<file path="config.mk">
export PLATFORM = sky130hd
export DESIGN_NAME = fifo_access_arbiter_flat
export DESIGN_NICKNAME = d
export VERILOG_FILES = /design/src/rtl/fifo_access_arbiter_if.sv /design/src/rtl/fifo_access_arbiter.sv /design/src/flat_wrapper.sv
export SDC_FILE = /design/constraint.sdc
export NUM_CORES = 1
export LEC_CHECK = 0
export BUFFER_PORTS_ARGS = -buffer_cell sky130_fd_sc_hd__clkbuf_2
export CAP_MARGIN = 20
export CORE_MARGIN = 4
export CORE_UTILIZATION = 43
export DETAILED_ROUTE_END_ITERATION = 8
export GPL_ROUTABILITY_DRIVEN = 0
export PLACE_DENSITY_LB_ADDON = 0.3
export SLEW_MARGIN = 20
export SYNTH_ARGS = -nofsm -noshare
export SYNTH_HDL_FRONTEND = slang
export SYNTH_SLANG_ARGS = --single-unit
</file>
<file path="constraint.sdc">
create_clock -name clk -period 1.4 [get_ports clk]
set_input_delay 0.14 -clock clk [delete_from_list [all_inputs] [get_ports clk]]
set_output_delay 0.14 -clock clk [all_outputs]
set_load 0.05 [all_outputs]
</file>
<file path="src/rtl/fifo_access_arbiter_if.sv">
// fifo_access_arbiter_if: requester handshakes and FIFO strobe bus of the FIFO access arbiter
interface fifo_access_arbiter_if #(parameter int WORD_SIZE = 8);
  logic wr_req;
  logic [WORD_SIZE-1:0] wr_data;
  logic wr_ack;
  logic wr_err;
  logic rd_req;
  logic [WORD_SIZE-1:0] rd_data;
  logic rd_ack;
  logic rd_err;
  logic flush_req;
  logic flush_ack;
  logic [WORD_SIZE-1:0] fifo_d;
  logic [WORD_SIZE-1:0] fifo_q;
  logic fifo_write;
  logic fifo_read;
  logic fifo_reset;
  logic fifo_empty;
  logic fifo_full;
  logic busy;
  modport slave (
    input wr_req, wr_data, rd_req, flush_req, fifo_q, fifo_empty, fifo_full,
    output wr_ack, wr_err, rd_data, rd_ack, rd_err, flush_ack, fifo_d, fifo_write, fifo_read, fifo_reset, busy
  );
  modport master (
    output wr_req, wr_data, rd_req, flush_req, fifo_q, fifo_empty, fifo_full,
    input wr_ack, wr_err, rd_data, rd_ack, rd_err, flush_ack, fifo_d, fifo_write, fifo_read, fifo_reset, busy
  );
endinterface

</file>
<file path="src/rtl/fifo_access_arbiter.sv">
// fifo_access_arbiter: arbitrates write/read/flush requesters onto a strobe-driven byte FIFO
module fifo_access_arbiter #(
  parameter int WORD_SIZE = 8
) (
  input logic clk,
  input logic reset,
  fifo_access_arbiter_if.slave bus
);
  typedef enum logic [2:0] {IDLE, STROBE, RELEASE, DONE, FLUSH} state_t;
  state_t state;
  logic last_wr;
  logic reset_d;
  logic grant_wr;
  logic reject;
  assign grant_wr = bus.wr_req & (~bus.rd_req | ~last_wr);
  assign reject = grant_wr ? bus.fifo_full : bus.fifo_empty;
  assign bus.fifo_reset = reset | reset_d | (state == FLUSH);
  assign bus.busy = state != IDLE;
  always_ff @(posedge clk) begin
    reset_d <= reset;
    if (reset) begin
      state <= IDLE;
      last_wr <= 1'b0;
      bus.wr_ack <= 1'b0;
      bus.wr_err <= 1'b0;
      bus.rd_ack <= 1'b0;
      bus.rd_err <= 1'b0;
      bus.flush_ack <= 1'b0;
      bus.fifo_write <= 1'b0;
      bus.fifo_read <= 1'b0;
      bus.rd_data <= {WORD_SIZE{1'b0}};
      bus.fifo_d <= {WORD_SIZE{1'b0}};
    end else begin
      case (state)
        IDLE:
          if (bus.flush_req) state <= FLUSH;
          else if (bus.wr_req | bus.rd_req) begin
            last_wr <= grant_wr;
            state <= reject ? DONE : STROBE;
            bus.wr_ack <= grant_wr & reject;
            bus.wr_err <= grant_wr & reject;
            bus.rd_ack <= ~grant_wr & reject;
            bus.rd_err <= ~grant_wr & reject;
            bus.fifo_write <= grant_wr & ~reject;
            bus.fifo_read <= ~grant_wr & ~reject;
            if (grant_wr & ~reject) bus.fifo_d <= bus.wr_data;
            if (~grant_wr & ~reject) bus.rd_data <= bus.fifo_q;
          end
        STROBE: begin
          state <= RELEASE;
          bus.fifo_write <= 1'b0;
          bus.fifo_read <= 1'b0;
        end
        RELEASE: begin
          state <= DONE;
          bus.wr_ack <= last_wr;
          bus.rd_ack <= ~last_wr;
        end
        FLUSH: begin
          state <= DONE;
          bus.flush_ack <= 1'b1;
        end
        default: begin
          state <= IDLE;
          bus.wr_ack <= 1'b0;
          bus.wr_err <= 1'b0;
          bus.rd_ack <= 1'b0;
          bus.rd_err <= 1'b0;
          bus.flush_ack <= 1'b0;
        end
      endcase
    end
  end
endmodule

</file>
<file path="src/flat_wrapper.sv">
// flat-port wrapper written by rule: the top's interface ports become plain ports
module fifo_access_arbiter_flat 
#(
  parameter int WORD_SIZE = 8
)
  (clk, reset, bus_wr_req, bus_wr_data, bus_rd_req, bus_flush_req, bus_fifo_q, bus_fifo_empty, bus_fifo_full, bus_wr_ack, bus_wr_err, bus_rd_data, bus_rd_ack, bus_rd_err, bus_flush_ack, bus_fifo_d, bus_fifo_write, bus_fifo_read, bus_fifo_reset, bus_busy);
  fifo_access_arbiter_if #(.WORD_SIZE(WORD_SIZE)) bus_i ();
  input logic clk;
  input logic reset;
  input wire logic [$bits(bus_i.wr_req)-1:0] bus_wr_req;
  input wire logic [$bits(bus_i.wr_data)-1:0] bus_wr_data;
  input wire logic [$bits(bus_i.rd_req)-1:0] bus_rd_req;
  input wire logic [$bits(bus_i.flush_req)-1:0] bus_flush_req;
  input wire logic [$bits(bus_i.fifo_q)-1:0] bus_fifo_q;
  input wire logic [$bits(bus_i.fifo_empty)-1:0] bus_fifo_empty;
  input wire logic [$bits(bus_i.fifo_full)-1:0] bus_fifo_full;
  output wire logic [$bits(bus_i.wr_ack)-1:0] bus_wr_ack;
  output wire logic [$bits(bus_i.wr_err)-1:0] bus_wr_err;
  output wire logic [$bits(bus_i.rd_data)-1:0] bus_rd_data;
  output wire logic [$bits(bus_i.rd_ack)-1:0] bus_rd_ack;
  output wire logic [$bits(bus_i.rd_err)-1:0] bus_rd_err;
  output wire logic [$bits(bus_i.flush_ack)-1:0] bus_flush_ack;
  output wire logic [$bits(bus_i.fifo_d)-1:0] bus_fifo_d;
  output wire logic [$bits(bus_i.fifo_write)-1:0] bus_fifo_write;
  output wire logic [$bits(bus_i.fifo_read)-1:0] bus_fifo_read;
  output wire logic [$bits(bus_i.fifo_reset)-1:0] bus_fifo_reset;
  output wire logic [$bits(bus_i.busy)-1:0] bus_busy;
  assign bus_i.wr_req = bus_wr_req;
  assign bus_i.wr_data = bus_wr_data;
  assign bus_i.rd_req = bus_rd_req;
  assign bus_i.flush_req = bus_flush_req;
  assign bus_i.fifo_q = bus_fifo_q;
  assign bus_i.fifo_empty = bus_fifo_empty;
  assign bus_i.fifo_full = bus_fifo_full;
  assign bus_wr_ack = bus_i.wr_ack;
  assign bus_wr_err = bus_i.wr_err;
  assign bus_rd_data = bus_i.rd_data;
  assign bus_rd_ack = bus_i.rd_ack;
  assign bus_rd_err = bus_i.rd_err;
  assign bus_flush_ack = bus_i.flush_ack;
  assign bus_fifo_d = bus_i.fifo_d;
  assign bus_fifo_write = bus_i.fifo_write;
  assign bus_fifo_read = bus_i.fifo_read;
  assign bus_fifo_reset = bus_i.fifo_reset;
  assign bus_busy = bus_i.busy;
  fifo_access_arbiter #(.WORD_SIZE(WORD_SIZE)) u_core (.clk(clk), .reset(reset), .bus(bus_i));
endmodule
</file>
Word level (Yosys, flattened, before mapping)
Index checks and enable logic that the tools add are counted.
{"block": "word_totals", "elab_cells": 67, "input_bits": 23, "output_inout_bits": 25, "reg_bits": 28}
{"block": "op_classes", "n_eq_ne": 6, "bitwise": 16, "mux": 20, "reduce_logical": 13}
{"operator": "AND reduction 3 bit", "count": 4}
{"operator": "case mux 1 bit (2 select lines)", "count": 5}
{"operator": "two-way mux 1 bit", "count": 9}
{"operator": "case mux 3 bit (3 select lines)", "count": 1}
{"operator": "AND reduction 4 bit", "count": 2}
{"operator": "NOT 1 bit", "count": 7}
{"operator": "two-way mux 3 bit", "count": 2}
{"operator": "case mux 1 bit (3 select lines)", "count": 2}
{"operator": "OR reduction 3 bit", "count": 2}
{"operator": "bitwise AND 1 bit", "count": 5}
{"operator": "OR 1 bit", "count": 4}
{"operator": "OR reduction 2 bit", "count": 2}
{"operator": "== test 3 x 1 -> 1 bit (second input constant)", "count": 1}
{"operator": "== test 3 x 2 -> 1 bit (second input constant)", "count": 1}
{"operator": "== test 3 bit (second input constant)", "count": 1}
{"operator": "logical NOT 3 bit", "count": 1}
{"operator": "!= test 3 x 2 -> 1 bit (second input constant)", "count": 1}
{"operator": "nonzero test 3 bit", "count": 1}
{"operator": "two-way mux 2 bit", "count": 1}
{"operator": "!= test 2 x 1 -> 1 bit (second input constant)", "count": 1}
{"operator": "!= test 2 bit (second input constant)", "count": 1}
{"operator": "nonzero test 2 bit", "count": 1}

Longest topological paths before layout
{"block": "logic_depth", "word_depth": 9, "mapped_depth": 6, "mapped_depth_nobuf": 4}

Worst setup path before layout
Ideal clock, no wire load.
{"block": "synth_timing", "path_kind": "reg2reg", "from": "reg u_core.state[1]", "to": "reg u_core.bus.fifo_d[0]", "setup_ns": 0.072, "stages_incl_launch_ff": 6, "t_required_ns": 1.328, "synth_period_minus_slack_ns": 1.461, "path_slack_ns": -0.061, "t_arrival_ns": 1.389, "n_path_buf": 1, "path_cell_list": "dfxtp_1 -> nor3_4 -> inv_2 -> nor4_4 -> buf_6 -> mux2i_1"}
{"block": "synth_between", "elab_chain_cells": 2}
{"item": "start, declared", "line_no": "fifo_access_arbiter.sv:10", "source": "state_t state;"}
{"item": "start signal, assigned", "line_no": "fifo_access_arbiter.sv:39", "source": "state <= reject ? DONE : STROBE;"}
{"item": "logical NOT 3 bit", "line_no": "fifo_access_arbiter.sv:34", "source": "case (state)"}
{"item": "AND reduction 4 bit (no source line)"}
{"item": "end signal, assigned", "line_no": "fifo_access_arbiter.sv:32", "source": "bus.fifo_d <= {WORD_SIZE{1'b0}};"}
{"item": "end signal, assigned", "line_no": "fifo_access_arbiter.sv:46", "source": "if (grant_wr & ~reject) bus.fifo_d <= bus.wr_data;"}
{"item": "end, declared", "line_no": "fifo_access_arbiter_if.sv:23", "source": "output wr_ack, wr_err, rd_data, rd_ack, rd_err, flush_ack, fifo_d, fifo_write, fifo_read, fifo_reset, busy"}
No other way between the ends.
A chain may end at the register's enable or synchronous reset.

Worst setup path in the final report
{"block": "layout_timing", "from": "reg u_core.state[2]", "to": "out bus_fifo_reset"}
{"block": "layout_between", "elab_chain_cells": 2}
{"item": "== test 3 bit", "line_no": "fifo_access_arbiter.sv:17", "source": "assign bus.fifo_reset = reset | reset_d | (state == FLUSH);"}
{"item": "OR 1 bit", "line_no": "fifo_access_arbiter.sv:17"}
{"item": "end, declared", "line_no": "flat_wrapper.sv:26", "source": "output wire logic [$bits(bus_i.fifo_reset)-1:0] bus_fifo_reset;"}
No other way between the ends.

==> run metrics <==
CTS sink cnt=28; Tcrit/Tclk final=1.14; # IOs=48; Die Y=between 60 and 70 um; Seq/Total Area, Yosys=0.433; largest net degree at the start of global routing=29; setup ws final=-194 ps; CTS tree=built; Finished Cell Area=roughly 1800 um2; Clock Latency Late Sink=~330 ps; Mapped Cells=~140; #FFs+latches synth=28; die area=between 3000 and 4000 um2; unrepaired setup endpoints after global routing=yes; GR Overflow Total=0; Clock Path Buffers=2; die width=about 63 um; CTS HTree Levels=1; Post-synth EDFFs=0; Critical Path RT=1260 ps; # diodes=0; drt drc=0; failing checks=setup timing; Synth Cell Area=roughly 1300 um2; minimum clock period=about 1600 ps; syn avg cell area=around 9.3 um2; Layout Utilization=0.644; ys async rst share=0; Max Fclk=approximately 630 MHz; Max FO, Critical Path=2; Worst-Margin Slew=roughly 500 ps; Core Box Area=about 2800 um2; Startpoint Class=register; via count of the routed design=between 1000 and 1500; first-pass GRT wire length=between 4 and 5 mm; status=complete, but fails checks; Net Switching=around 0.00087 W; crit path kind=reg -> out; Slew Limit Fails=0; routed wire length per instance=13.3 um; # rows=19; Overall Global Routing Usage=0.154; initial antenna violation count=0; Reg clk slew, reported paths=about 150 ps; Sequential Power Share=0.382; hpwl dp=2.22 mm; Peak VDD IR=~0.0009 V; vias in the first global route=1150; Inserted Clock Buffers=3; Fillers=approximately 230; Comb pwr share=0.399; Main synth FF type=dfxtp_1; library cells used by synthesis=38; Routed Antenna Nets=0; Initial Utilization=0.458; leakage=about 0.8 nW; Worst Hold Class=in -> reg; synth warn=0; Synth Net Count=around 160; final wirelength=just over 3 mm; final clock skew=~2.7 ps; WP data arrival=1450 ps; CP endpoint kind=output pin; internal power=about 0.0016 W; Clock power frac=0.218; port bufs=47; Pwr Total=approximately 0.0024 W; layout cell share with drive strength beyond 1=0.413; TritonRoute pass-1 iters=4; Sw Share=0.354; max-cap viol count=0; Final Hold Fails=0; Via density=about 5.2; fin nets=~230; root buf cell=clkbuf_4; Syn-to-layout area delta=40.6%; max_slew headroom=0.662; Initial DRC Count=67; Power Dens Cells=around 1300 nW/um2; Finish-stage setup viols=21; Area after DPL=between 1500 and 2000 um2
[cells in the mapped netlist (2+ instances only)]
master / count / area, um2
mux2i_1: 17 / 170
a21oi_1: 5 / 25.0
dfxtp_1: 28 / 561
o2bb2ai_1: 2 / 17.5
buf_6: 3 / 33.8
clkbuf_1: 4 / 15.0
nor3_1: 2 / 10.0
nor4_4: 2 / 42.5
buf_2: 4 / 20.0
a31oi_1: 2 / 12.5
o2111ai_1: 2 / 17.5
a211o_1: 2 / 17.5
inv_1: 5 / 18.8
o311ai_0: 2 / 17.5
o21ai_0: 2 / 10.0
nand2_1: 35 / 131
[sequential cells by signal (all words and copies together) (netlist names)]
name	cells
u_core.last_wr	1
u_core.state	3
u_core.bus.fifo_write	1
u_core.reset_d	1
u_core.bus.wr_ack	1
u_core.bus.rd_data	8
u_core.bus.rd_err	1
u_core.bus.rd_ack	1
u_core.bus.flush_ack	1
u_core.bus.fifo_d	8
u_core.bus.fifo_read	1
u_core.bus.wr_err	1
[critical path, stage by stage (launching register included)]
cell	delay, ps
dfxtp_4	370
buf_6	110
nor3b_4	140
or3_4	350
buf_12	160
[placed cells by master, fill, tap and decap left out, types with 2 or more instances in the layout]
| cell type | count |
|---|---|
| o311ai_0 | 2 |
| nand2_1 | 35 |
| dfxtp_1 | 25 |
| a31oi_1 | 2 |
| o2111ai_1 | 2 |
| dlygate4sd3_1 | 3 |
| a21oi_1 | 5 |
| o21ai_0 | 2 |
| inv_1 | 5 |
| clkbuf_2 | 45 |
| nor3_1 | 2 |
| buf_4 | 12 |
| nor4_4 | 2 |
| buf_6 | 6 |
| a211o_1 | 2 |
| clkbuf_4 | 3 |
| buf_12 | 2 |
| mux2i_1 | 17 |
| dfxtp_4 | 2 |
[through the flow]
step / instances / TNS [ps] / setup slack [ps] / hold slack [ps]
finish: 232 / -2400 / -194 / 15.2
global route: 232 / -3540 / -238 / 3.13
CTS: 226 / -443 / -253 / 4.69
detailed placement: 217 / -9.10 / -9.10 / 379
global placement: 217 / 0 / 53.5 / 370
floorplan: 139 / -212 / -26.5 / 168
[logic make-up (layout without fill, tap and decap cells)]
logic type,Yosys count,after routing,synth area share
simple gates,48,48,0.194
xor+xnor,1,1,0.00676
flops,28,28,0.433
buf+inv,17,79,0.0705
fa+ha+maj,1,1,0.00870
mux,17,17,0.131
compound gates,27,27,0.156
[worst paths after layout]
check | endpoint | slack (ps) | cells after the start | from
setup / recovery | bus_fifo_reset | -190 | 4 | u_core.state[2]
hold / removal | u_core.bus.fifo_d[6] | 20 | 3 | bus_wr_data[6]
setup reg to reg | u_core.bus.rd_data[3] | -160 | 6 | u_core.state[2]
hold reg to reg | u_core.bus.fifo_write | 470 | 2 | u_core.bus.fifo_write
[timing repair]
item,CTS,global route
pin swaps,4,8
endpoints found under the setup margin,11,20
resized for setup,13,5
hold buffers,0,3
endpoints found under the hold margin,0,3
buffers inserted,5,3
[layout make-up]
type | count | area (um2) | share of cell area
repair buffers | 69 | 468 | 0.257
multi-input cells | 94 | 667 | 0.366
flip-flops and latches | 28 | 569 | 0.313
well taps | 31 | 38.8 | 0.0213
clock buffers | 3 | 22.5 | 0.0124
inverters | 6 | 25.0 | 0.0137
clock inverters | 1 | 30.0 | 0.0165
[layer usage]
| layer | global-route usage | wire length (um) | vias up |
|---|---|---|---|
| met5 | 0 | 0 | - |
| met1 | 0.175 | 1330 | 563 |
| met2 | 0.266 | 1520 | 40 |
| met4 | 0.0413 | 18 | 0 |
| li1 | - | - | 610 |
| met3 | 0.0576 | 208 | 2 |
[power by group through the flow]
stage          logic, W  registers, W  clock network, W
6_report       0.000977      0.000935          0.000534
4_1_cts        0.000909      0.000933          0.000542
2_1_floorplan  0.000427       0.00109                 0
3_5_place_dp   0.000777      0.000968                 0
3_3_place_gp   0.000763      0.000963                 0
5_1_grt         0.00104      0.000948          0.000578
(Power assumes the default switching activity.)
